<file path="config.mk">
export PLATFORM = sky130hd
export DESIGN_NAME = math_log2_34
export DESIGN_NICKNAME = d
export VERILOG_FILES = /design/src/rtl/math_pkg.sv /design/src/rtl/math_log2_lut.sv /design/src/rtl/math_log2_34.sv
export SDC_FILE = /design/constraint.sdc
export NUM_CORES = 1
export LEC_CHECK = 0
export BUFFER_PORTS_ARGS = -buffer_cell sky130_fd_sc_hd__buf_2
export CAP_MARGIN = 40
export CORE_ASPECT_RATIO = 1.4
export CORE_MARGIN = 8
export CORE_UTILIZATION = 59
export CTS_BUF_LIST = sky130_fd_sc_hd__clkbuf_8
export DETAILED_ROUTE_END_ITERATION = 10
export PLACE_DENSITY_LB_ADDON = 0.3
export SLEW_MARGIN = 20
export SYNTH_ARGS = -nofsm -noshare
export SYNTH_HDL_FRONTEND = slang
export SYNTH_HIERARCHICAL = 1
export SYNTH_SLANG_ARGS = --single-unit
</file>
<file path="constraint.sdc">
create_clock -name clk -period 6.9 [get_ports clk]
set_input_delay 0.69 -clock clk [delete_from_list [all_inputs] [get_ports clk]]
set_output_delay 0.69 -clock clk [all_outputs]
set_load 0.02 [all_outputs]
</file>
<file path="src/rtl/math_pkg.sv">
// rtl/math_pkg.sv - shared widths, stage records and log2 mantissa table for the math blocks
package math_pkg;

    localparam int LOG_W  = 12;
    localparam int LIN_W  = 34;
    localparam int FRAC_W = 6;
    localparam int LUT_W  = 13;
    localparam int EXP_W  = 6;
    localparam int MANT_W = 12;
    localparam int LUT_N  = 65;

    typedef struct packed {
        logic [EXP_W-1:0]  e;
        logic [MANT_W-1:0] m;
        logic              z;
    } s1_t;

    typedef struct packed {
        logic [EXP_W-1:0]  e;
        logic [FRAC_W-1:0] f;
        logic              z;
    } s2_t;

    // L[k] = round(4096 * log2(1 + k/64)), k = 0..64
    localparam logic [LUT_W-1:0] LOG2_LUT [LUT_N] = '{
        13'd0,    13'd92,   13'd182,  13'd271,  13'd358,  13'd445,  13'd530,  13'd613,
        13'd696,  13'd778,  13'd858,  13'd937,  13'd1016, 13'd1093, 13'd1169, 13'd1244,
        13'd1319, 13'd1392, 13'd1465, 13'd1536, 13'd1607, 13'd1677, 13'd1746, 13'd1814,
        13'd1882, 13'd1949, 13'd2015, 13'd2080, 13'd2145, 13'd2208, 13'd2272, 13'd2334,
        13'd2396, 13'd2457, 13'd2518, 13'd2578, 13'd2637, 13'd2696, 13'd2754, 13'd2812,
        13'd2869, 13'd2926, 13'd2982, 13'd3037, 13'd3092, 13'd3146, 13'd3200, 13'd3254,
        13'd3307, 13'd3359, 13'd3412, 13'd3463, 13'd3514, 13'd3565, 13'd3615, 13'd3665,
        13'd3715, 13'd3764, 13'd3812, 13'd3861, 13'd3908, 13'd3956, 13'd4003, 13'd4050,
        13'd4096
    };

endpackage

</file>
<file path="src/rtl/math_log2_lut.sv">
// rtl/math_log2_lut.sv - registered dual-read log2 mantissa ROM returning L[i] and L[i+1]
module math_log2_lut
    import math_pkg::*;
(
    input  logic              clk_i,
    input  logic              rst_n_i,
    input  logic              en_i,
    input  logic [FRAC_W-1:0] idx_i,
    output logic [LUT_W-1:0]  lo_o,
    output logic [LUT_W-1:0]  hi_o
);

    logic [LUT_W-1:0] lo_q, lo_d;
    logic [LUT_W-1:0] hi_q, hi_d;

    // The upper neighbour index runs to 64, one past the 6-bit segment index.
    always_comb begin
        lo_d = LOG2_LUT[idx_i];
        hi_d = LOG2_LUT[{1'b0, idx_i} + 7'd1];
    end

    always_ff @(posedge clk_i) begin
        if (!rst_n_i) begin
            lo_q <= '0;
            hi_q <= '0;
        end else if (en_i) begin
            lo_q <= lo_d;
            hi_q <= hi_d;
        end
    end

    assign lo_o = lo_q;
    assign hi_o = hi_q;

endmodule

</file>
<file path="src/rtl/math_log2_34.sv">
// rtl/math_log2_34.sv - 3-stage streaming converter from 34-bit linear to 6.6 log2 code
module math_log2_34
    import math_pkg::*;
#(
    parameter int LAT = 3
) (
    input  logic              clk,
    input  logic              rst_n,
    input  logic              ena,
    input  logic              in_valid,
    output logic              in_ready,
    input  logic [LIN_W-1:0]  din,
    output logic              out_valid,
    input  logic              out_ready,
    output logic [LOG_W-1:0]  dout,
    output logic              zero
);

    logic              adv;
    logic              take;
    logic [LAT-1:0]    vld_q, vld_d;
    logic [EXP_W-1:0]  lod_e;
    s1_t               s1_q, s1_d;
    s2_t               s2_q, s2_d;
    logic [LUT_W-1:0]  l_lo, l_hi;
    logic [6:0]        seg_d;
    logic [LUT_W-1:0]  prod;
    logic [LUT_W-1:0]  p;
    logic [6:0]        r;
    logic [LOG_W-1:0]  dout_q, dout_d;
    logic              zero_q;

    // One advance signal moves every stage together, so a stall freezes the whole pipe.
    assign adv      = ena & (~vld_q[LAT-1] | out_ready);
    assign in_ready = rst_n & adv;
    assign take     = in_valid & in_ready;

    // Stage 1: leading-one position and the 12 bits just below it.
    always_comb begin
        lod_e = '0;
        for (int b = 0; b < LIN_W; b++) begin
            if (din[b]) begin
                lod_e = EXP_W'(b);
            end
        end
        s1_d.e = lod_e;
        s1_d.m = MANT_W'((din << (EXP_W'(LIN_W - 1) - lod_e)) >> (LIN_W - 1 - MANT_W));
        s1_d.z = (din == '0);
    end

    always_comb begin
        vld_d  = {vld_q[LAT-2:0], take};
        s2_d.e = s1_q.e;
        s2_d.f = s1_q.m[FRAC_W-1:0];
        s2_d.z = s1_q.z;
    end

    math_log2_lut u_lut (
        .clk_i   (clk),
        .rst_n_i (rst_n),
        .en_i    (adv),
        .idx_i   (s1_q.m[MANT_W-1:FRAC_W]),
        .lo_o    (l_lo),
        .hi_o    (l_hi)
    );

    // Stage 3: linear interpolation between neighbours, round to 1/64, add exponent.
    // r can reach 64, which carries cleanly into the integer field.
    always_comb begin
        seg_d  = 7'(l_hi - l_lo);
        prod   = LUT_W'(seg_d) * LUT_W'(s2_q.f);
        p      = l_lo + (prod >> FRAC_W);
        r      = 7'((p + LUT_W'(32)) >> FRAC_W);
        dout_d = s2_q.z ? '0 : ({s2_q.e, FRAC_W'(0)} + LOG_W'(r));
    end

    always_ff @(posedge clk) begin
        if (!rst_n) begin
            vld_q  <= '0;
            s1_q   <= '0;
            s2_q   <= '0;
            dout_q <= '0;
            zero_q <= 1'b0;
        end else if (adv) begin
            vld_q  <= vld_d;
            s1_q   <= s1_d;
            s2_q   <= s2_d;
            dout_q <= dout_d;
            zero_q <= s2_q.z;
        end
    end

    assign out_valid = vld_q[LAT-1];
    assign dout      = dout_q;
    assign zero      = zero_q;

endmodule

</file>
==> results of run 1 <==
-- power by group through the flow --
stage	clock, mW	combinational (mW)	sequential (mW)
6_report	0.309	0.866	0.445
4_1_cts	0.311	0.828	0.445
2_1_floorplan	0	0.572	0.446
3_5_place_dp	0	0.788	0.452
3_3_place_gp	0	0.776	0.452
5_1_grt	0.327	0.941	0.449
-- worst paths after layout --
kind / startpoint / end / slack [ps]
min reg2reg: dout[7]$_SDFFE_PN0P_ / dout[7]$_SDFFE_PN0P_ / 450
max: u_lut/hi_o[0]$_SDFFE_PN0P_ / dout[11]$_SDFFE_PN0P_ / -250
min: dout[7]$_SDFFE_PN0P_ / dout[7]$_SDFFE_PN0P_ / 450
max reg2reg: u_lut/hi_o[0]$_SDFFE_PN0P_ / dout[11]$_SDFFE_PN0P_ / -250
-- timing repair --
action,4_1_cts,5_1_grt
pin swaps,26,43
gates resized for setup,30,21
endpoints found under the setup margin,5,7
setup buffers,7,2
-- worst max-delay path: cells and delay by family, from the launching register on --
family                   cells  cell delay (ps)
AND/OR/NAND/NOR             11             1450
buffers and inverters        5              330
XOR/XNOR                     4              540
adder cells (fa/ha/maj)      9             2750
AO/OA/AOI/OAI                9             1650
flip-flops                   1              330
-- metal layers --
metal / part of all wire / track usage
met1: 0.38 / 0.3090
met2: 0.50 / 0.4769
met3: 0.054 / 0.03442
met4: 0.069 / 0.1880
met5: 0 / 0
-- area by class of cell --
class,count,area [um2]
Clock buffer,9,123.9
Tap cell,192,240.2
Multi-Input combinational cell,946,6977
Inverter,73,274.0
Timing Repair Buffer,97,606.8
Sequential cell,67,1346
Clock inverter,7,60.06
Fill cell,1335,5226
-- state kept, by name (all words and copies together) (netlist names) --
name        cells
s1_q           19
zero            1
dout           12
vld_q           3
u_lut/hi_o      7
u_lut/lo_o     12
s2_q           13
==> impl_metrics.json, run 1 <==
{
  "initial_core_util": 0.5956,
  "holdPathStages": 2,
  "initialDrtViolationCount": 894,
  "fin_crit_sh": 1.037,
  "pre_cts_slack_ps": -285.3,
  "leakagePower_nw": 3.803,
  "cts_root_buf": "clkbuf_8",
  "drive_gt1_frac": 0.1718,
  "timing.final.ws_setup_ps": -254.0,
  "hpwl_mm": 19.73,
  "clock_sinks": 67,
  "p_seq_frac": 0.275,
  "place_area_um2": 9107,
  "crit_path_max_fanout": 4,
  "timing.final.setup_violations": 4,
  "chipHeight_um": 160.9,
  "die_w_um": 119.5,
  "antenna_found_initial": 0,
  "cts_tree": "done",
  "grt_max_degree": 64,
  "fin_tns_setup_ps": -801.7,
  "stdcell_count": 1391,
  "globalRouteTotalUtil": 0.2760,
  "n_antenna_cell": 0,
  "ioPinCount": 54,
  "viasPerCell": 6.673,
  "coreArea_um2": 14850,
  "rsz0062_at_grt": "true",
  "max_freq_mhz": 139.8,
  "swShare": 0.4427,
  "min_period_ps": 7154,
  "grt_pass1_vias": 8832,
  "drtAntennaViolNets": 0,
  "clkTransAtPathRegs_ps": 80,
  "p_sw_mw": 0.7173,
  "stdcell_area_um2": 9628,
  "tightest_slew_ps": 897.3,
  "htree_levels": 3,
  "p_int_mw": 0.9030,
  "routed-via-count": 9282,
  "dr.pass1.iters": 6,
  "wirelength_mm": 27.33,
  "final_nets": 1309,
  "powerDensity_nw_per_um2": 168.3,
  "cp-end-kind": "flop",
  "gp_congestion": 0.9894,
  "max-cap-violations": 0,
  "clkPwrFrac": 0.191,
  "synth_area_um2": 8847,
  "grt_first_pass_wirelength_mm": 44.23,
  "syn-mean-instance-area_um2": 7.391,
  "synth_warnings": 6,
  "p_total_mw": 1.620,
  "layout_common_cells": "nand2_1 (141), nor2_1 (75), a21oi_1 (66), dfxtp_1 (63), inv_1 (62)",
  "num_rows": 53,
  "fp.dieArea_um2": 19230,
  "numCtsBuffers": 9,
  "slowest_stage": "fa_1",
  "final_util": 0.6482,
  "finClkSkew_ps": 12.30,
  "start_kind": "flop",
  "synthCells": 1197,
  "violations": "negative setup slack",
  "worstPathArrival_ps": 7390,
  "p_comb_frac": 0.535,
  "hp-class": "flop to flop",
  "routedWlPerCell_um": 19.64,
  "syn_nets": 1312,
  "hold_slack_ps": 450.7,
  "cts_buffer_depth": 2,
  "areaGrowthSynthToFinish_pct": 8.825,
  "final_common_cell": "nand2_1",
  "hold_viol": 0,
  "overflow": 0,
  "io_buffers": 53,
  "status": "finished, violations left",
  "rr_worst_depth": 38,
  "post-place-cells": 1365,
  "hold_buffers": 0,
  "required_ps": 7140,
  "cpPeakStageDelay_ps": 490,
  "relSlewSlack": 0.3863,
  "drc": 0,
  "crit_type": "flop to flop",
  "clk_latency_ps": 350,
  "drv_slew": 0,
  "max-vdd-ir-drop_v": 0.0001169
}
Note: power is estimated with default switching activity, not from simulation.
==> run 2: changes to the inputs <==
CORE_UTILIZATION = 65   (was 59)
SETUP_SLACK_MARGIN = 0.05   (was default)
clock period = 7.5 ns   (was 6.9 ns; I/O delays follow)
==> run 2 against run 1 <==
The run now ends clean. First-iteration DRC count decreased by 20%. Global-route usage is 3.2 points higher. Design area down 1.4%. Largest power group unchanged. Routed wire length grew 3.0%. Highest routed layer unchanged. Combinational power fell by 9.7%. Power decreased by 3.3%. Critical path type unchanged. Cell count decreased by 2.2%.
==> impl_metrics.json, run 2 (synthesis gave the netlist of run 1 again) <==
{
  "routed-via-count": 9301,
  "io_buffers": 53,
  "drive_gt1_frac": 0.1578,
  "cp_num_buf_inv": 4,
  "largest_reg_flops": 19,
  "finClkSkew_ps": 11.94,
  "coreArea_um2": 13330,
  "required_ps": 7750,
  "post-place-cells": 1337,
  "hold_viol": 0,
  "hold_slack_ps": 468.0,
  "wirelength_mm": 28.15,
  "max_freq_mhz": 134.6,
  "crit_path_frequent_cell": "inv_2",
  "crit_path_max_fanout": 3,
  "p_total_mw": 1.567,
  "grt_pass1_vias": 9034,
  "layout_common_cells": "nand2_1 (141), nor2_1 (74), a21oi_1 (67), dfxtp_1 (63), o21ai_0 (61)",
  "clkTransAtPathRegs_ps": 80,
  "cpPeakStageDelay_ps": 530,
  "chipHeight_um": 154.0,
  "rsz0062_at_grt": "true",
  "cp-end-kind": "flop",
  "fin_crit_sh": 0.9904,
  "max-vdd-ir-drop_v": 0.0001239,
  "final_nets": 1289,
  "max-cap-violations": 0,
  "n_antenna_cell": 0,
  "hp-class": "flop to flop",
  "clock_sinks": 67,
  "start_kind": "flop",
  "slowest_stage": "fa_1",
  "hpwl_mm": 20.05,
  "crit_type": "flop to flop",
  "multiInputGateArea_um2": 6940,
  "ioPinCount": 54,
  "tightest_slew_ps": 885.7,
  "drc": 0,
  "regMostFlops": "s1_q",
  "worstPathArrival_ps": 7670,
  "grt_first_pass_wirelength_mm": 44.19,
  "timing.final.setup_violations": 0,
  "initial_core_util": 0.6639,
  "hold_buffers": 0,
  "numCtsBuffers": 9,
  "gp_congestion": 0.9795,
  "reg.largest.list": "s1_q: 19 flops, s2_q: 13 flops",
  "areaGrowthSynthToFinish_pct": 7.283,
  "clk_latency_ps": 360,
  "drtAntennaViolNets": 0,
  "drv_slew": 0,
  "grt_max_degree": 63,
  "antenna_found_initial": 0,
  "overflow": 0,
  "num_rows": 50,
  "powerDensity_nw_per_um2": 165.1,
  "initialDrtViolationCount": 712,
  "stdcell_count": 1361,
  "dr.pass1.iters": 6,
  "min_period_ps": 7428,
  "cp_top_family": "adder cells",
  "cts_root_buf": "clkbuf_8",
  "die_w_um": 114.6,
  "globalRouteTotalUtil": 0.3084,
  "final_common_cell": "nand2_1",
  "regArea_um2": 1349,
  "status": "finished, final reports clean",
  "routedWlPerCell_um": 20.68,
  "relSlewSlack": 0.3943,
  "cts_buffer_depth": 2,
  "fp.dieArea_um2": 17650,
  "leakagePower_nw": 3.727,
  "cts_tree": "done",
  "viasPerCell": 6.834,
  "fillers": 1131,
  "htree_levels": 3
}
==> run 2: report_power, final <==
group,switching [mW],internal [mW]
Sequential,0.0240,0.384
Combinational,0.484,0.298
Clock,0.154,0.224
Total,0.662,0.905
==> run 2: routing by layer <==
layer / vias to the layer above / global-route usage / wire (um)
met5: - / 0 / 0
met3: 147 / 0.04626 / 1980
met4: 0 / 0.2444 / 2169
met2: 509 / 0.5316 / 14020
met1: 4323 / 0.3266 / 9980
li1: 4322 / - / -
==> run 2: stage by stage <==
| stage | area, um2 | util | setup WS, ps | setup TNS (ps) |
|---|---|---|---|---|
| floorplan | 8847 | - | 533.0 | 0 |
| global placement | 8957 | 0.6722 | 302.8 | 0 |
| detailed placement | 8957 | 0.6722 | -46.34 | -83.74 |
| CTS | 9213 | 0.6914 | 51.02 | 0 |
| global route | 9492 | 0.7123 | -261.4 | -990.4 |
| finish | 9492 | 0.7123 | 72.04 | 0 |
==> run 2: worst paths after layout <==
| check | slack [ps] | cells past startpoint | startpoint | end |
|---|---|---|---|---|
| hold reg to reg | 470 | 2 | s1_q[15]$_SDFFE_PN0P_ | s2_q[9]$_SDFFE_PN0P_ |
| setup / recovery | 70 | 36 | u_lut/hi_o[0]$_SDFFE_PN0P_ | dout[11]$_SDFFE_PN0P_ |
| setup reg to reg | 70 | 36 | u_lut/hi_o[0]$_SDFFE_PN0P_ | dout[11]$_SDFFE_PN0P_ |
| hold / removal | 470 | 2 | s1_q[15]$_SDFFE_PN0P_ | s2_q[9]$_SDFFE_PN0P_ |
==> run 2: worst reg2reg max path, delay by kind of cell, from the launching register on <==
family | cells | cell delay [ps]
buffers and inverters | 4 | 200
AOI/OAI and AO/OA | 9 | 1820
and+or+nand+nor | 10 | 1400
DFF | 1 | 330
adders and majority gates | 9 | 3040
xor gates and xnor gates | 4 | 570
==> run 2: area by class of cell <==
cell class / instances / area share
timing repair buffer: 77 / 0.04772
clock buffer: 9 / 0.01305
clock inverter: 7 / 0.01305
sequential: 67 / 0.1421
multi-input combinational: 946 / 0.7312
tap: 182 / 0.02399
inverter: 73 / 0.02887
==> run 2: what timing repair did <==
item | in CTS | in global routing
hold endpoints to repair | 0 | 0
setup buffers | 0 | 7
cloned | 0 | 0
pin swaps | 0 | 46
gates resized for setup | 2 | 46
endpoints found under the setup margin | 3 | 6
==> run 3: changes to the inputs <==
CORE_UTILIZATION = 64   (was 65)
CTS_CLUSTER_DIAMETER = 200   (was default)
REMOVE_ABC_BUFFERS = 1   (was default)
SYNTH_HIERARCHICAL = default   (was 1)
==> run 3 against run 2 <==
Cell count fell by 3.7%. Clock power down 19%. Largest power group unchanged. Die area shrank 5.3%. Critical path type unchanged.
==> impl_metrics.json, run 3 <==
{
  "initialDrtViolationCount": 754,
  "drtAntennaViolNets": 0,
  "chipHeight_um": 149.8,
  "synth_enable_flop_cells": 0,
  "synthCells": 1147,
  "coreArea_um2": 12690,
  "cp_top_family": "adder cells",
  "timing.final.setup_violations": 0,
  "relSlewSlack": 0.3988,
  "cp-end-kind": "flop",
  "fin_crit_sh": 0.9553,
  "drive_gt1_frac": 0.1219,
  "reg2reg_to": "dout[9]$_SDFFE_PN0P_",
  "synth_area_um2": 8189,
  "synth_ff_type": "dfxtp_1",
  "cp_num_buf_inv": 4,
  "hold_viol": 0,
  "final_nets": 1267,
  "crit_path_max_fanout": 3,
  "slowest_stage": "fa_1",
  "grt_first_pass_wirelength_mm": 40.61,
  "io_buffers": 53,
  "crit_path_frequent_cell": "a21o_1",
  "synth-seq-area-share": 0.1638,
  "drv_slew": 0,
  "pre_cts_slack_ps": -51.45,
  "globalRouteTotalUtil": 0.2952,
  "tightest_slew_ps": 879.1,
  "ioPinCount": 54,
  "synth.most_common_cell": "nand2_1",
  "final_util": 0.6918,
  "viasPerCell": 6.805,
  "fin_tns_setup_ps": 0,
  "cp.depth": 35,
  "synth_fa_ha_area_frac": 0.1354,
  "hold_slack_ps": 463.0,
  "routed-via-count": 8915,
  "clock_sinks": 67,
  "htree_levels": 3,
  "final_common_cell": "nand2_1",
  "dr.pass1.iters": 5,
  "layout_common_cells": "nand2_1 (153), o21ai_0 (90), nor2_1 (76), a21oi_1 (65), dfxtp_1 (65)",
  "synth_simple_gate_area_frac": 0.2394,
  "wirelength_mm": 25.25,
  "synth_area_leaders": "dfxtp_1 (16%), ha_1 (8.4%), nand2_1 (7.0%), o21ai_0 (5.7%), fa_1 (5.1%)",
  "synth_warnings": 0,
  "leakagePower_nw": 3.570,
  "synth_area_leader_cell": "dfxtp_1",
  "clk_latency_ps": 350,
  "antenna_found_initial": 0,
  "hpwl_mm": 18.74,
  "die_w_um": 111.6,
  "largest_reg_flops": 19,
  "ys_types": 80,
  "overflow": 0,
  "routedWlPerCell_um": 19.28,
  "min_period_ps": 7165,
  "start_kind": "flop",
  "fp.dieArea_um2": 16720,
  "n_antenna_cell": 0,
  "r2r-start": "u_lut.lo_o[1]$_SDFFE_PN0P_",
  "cts_tree": "done",
  "max-cap-violations": 0,
  "cts_root_buf": "clkbuf_8",
  "syn-mean-instance-area_um2": 7.140,
  "synth_async_sr_flop_share": 0,
  "max_freq_mhz": 139.6,
  "cp-endpoint": "dout[9]$_SDFFE_PN0P_",
  "crit_start": "u_lut.lo_o[1]$_SDFFE_PN0P_",
  "p_total_mw": 1.492,
  "regMostFlops": "s1_q",
  "clkTransAtPathRegs_ps": 80,
  "numCtsBuffers": 9,
  "drc": 0,
  "grt_max_degree": 59,
  "grt_pass1_vias": 8478,
  "initial_core_util": 0.6453,
  "num_rows": 49,
  "cts_buffer_depth": 2,
  "synth_xor_area_frac": 0.02567,
  "areaGrowthSynthToFinish_pct": 7.212,
  "crit_type": "flop to flop",
  "worstPathArrival_ps": 7410,
  "synth_compound_area_frac": 0.3231,
  "rsz0062_at_grt": "false",
  "finClkSkew_ps": 12.12,
  "muxShareOfSynthArea": 0.03820,
  "synth_top_area_frac": 0.1638,
  "cpPeakStageDelay_ps": 550,
  "required_ps": 7750,
  "max-vdd-ir-drop_v": 0.0001144,
  "r2r_slack_ps": 330,
  "reg.largest.list": "s1_q: 19 flops, s2_q: 13 flops",
  "powerDensity_nw_per_um2": 170.0,
  "synth-seq-cells": 67,
  "synth_common_cells": "nand2_1 (153), o21ai_0 (93), nor2_1 (77)",
  "status": "finished, final reports clean",
  "hp-class": "flop to flop",
  "timing.final.ws_setup_ps": 335.0,
  "synth_top_family_by_area": "compound AO/OA/AOI/OAI gates",
  "rr_worst_depth": 35,
  "gp_congestion": 1.013
}
==> run 3: metrics by stage <==
step	instance area, um2	instances
after floorplan	7828	1060
after global placement	8476	1290
after detailed placement	8476	1290
after CTS	8686	1306
after global routing	8780	1310
final	8780	1310
==> run 3: metal layers <==
layer	up-vias	track usage	wire length (um)
met5	-	0	0
met4	0	0.2320	1757
met3	130	0.03756	1433
met2	425	0.5301	12940
met1	4143	0.3085	9125
li1	4217	-	-
==> run 3: worst min-delay path by stage <==
| stage | startpoint | endpoint | slack (ps) | cells after the start |
|---|---|---|---|---|
| floorplan | s1_q[3]$_SDFFE_PN0P_ | s1_q[3]$_SDFFE_PN0P_ | 440 | 1 |
| global placement | s1_q[15]$_SDFFE_PN0P_ | s2_q[9]$_SDFFE_PN0P_ | 450 | 2 |
| detailed placement | zero$_SDFFE_PN0P_ | zero$_SDFFE_PN0P_ | 460 | 2 |
| CTS | zero$_SDFFE_PN0P_ | zero$_SDFFE_PN0P_ | 470 | 2 |
| global route | s1_q[13]$_SDFFE_PN0P_ | s2_q[7]$_SDFFE_PN0P_ | 490 | 2 |
| finish | zero$_SDFFE_PN0P_ | zero$_SDFFE_PN0P_ | 460 | 2 |
==> run 3: cells by family after synthesis <==
family | count (synthesis)
and+or+nand+nor | 411
AOI/OAI and AO/OA | 395
buffers and inverters | 153
adders and majority gates | 76
DFF | 67
xor gates and xnor gates | 24
muxes | 21
==> run 3: timing repair <==
| item | in CTS | in global routing |
|---|---|---|
| resized for setup | 3 | 16 |
| endpoints found under the setup margin | 4 | 8 |
| pin swaps | 0 | 8 |
| hold buffers | 0 | 0 |
| buffers inserted | 0 | 4 |
==> run 3: area by class of cell <==
class                      count  area (um2)
clock buffer                   9       123.9
timing repair buffer          81       475.5
clock inverter                 7       75.07
tap                          153       191.4
inverter                      66       247.7
fill                        1111        3911
sequential                    67        1344
multi-input combinational    927        6322
==> run 3: power breakdown <==
group / internal (mW) / switching [mW]
logic: 0.297 / 0.482
clock network: 0.156 / 0.149
registers: 0.385 / 0.0245
total: 0.837 / 0.655
==> run 3: worst min-delay path: cells and delay by family (launching register included) <==
family / cells / cell delay [ps]
AO/OA/AOI/OAI: 1 / 60
AND/OR/NAND/NOR: 1 / 40
flip-flops: 1 / 310
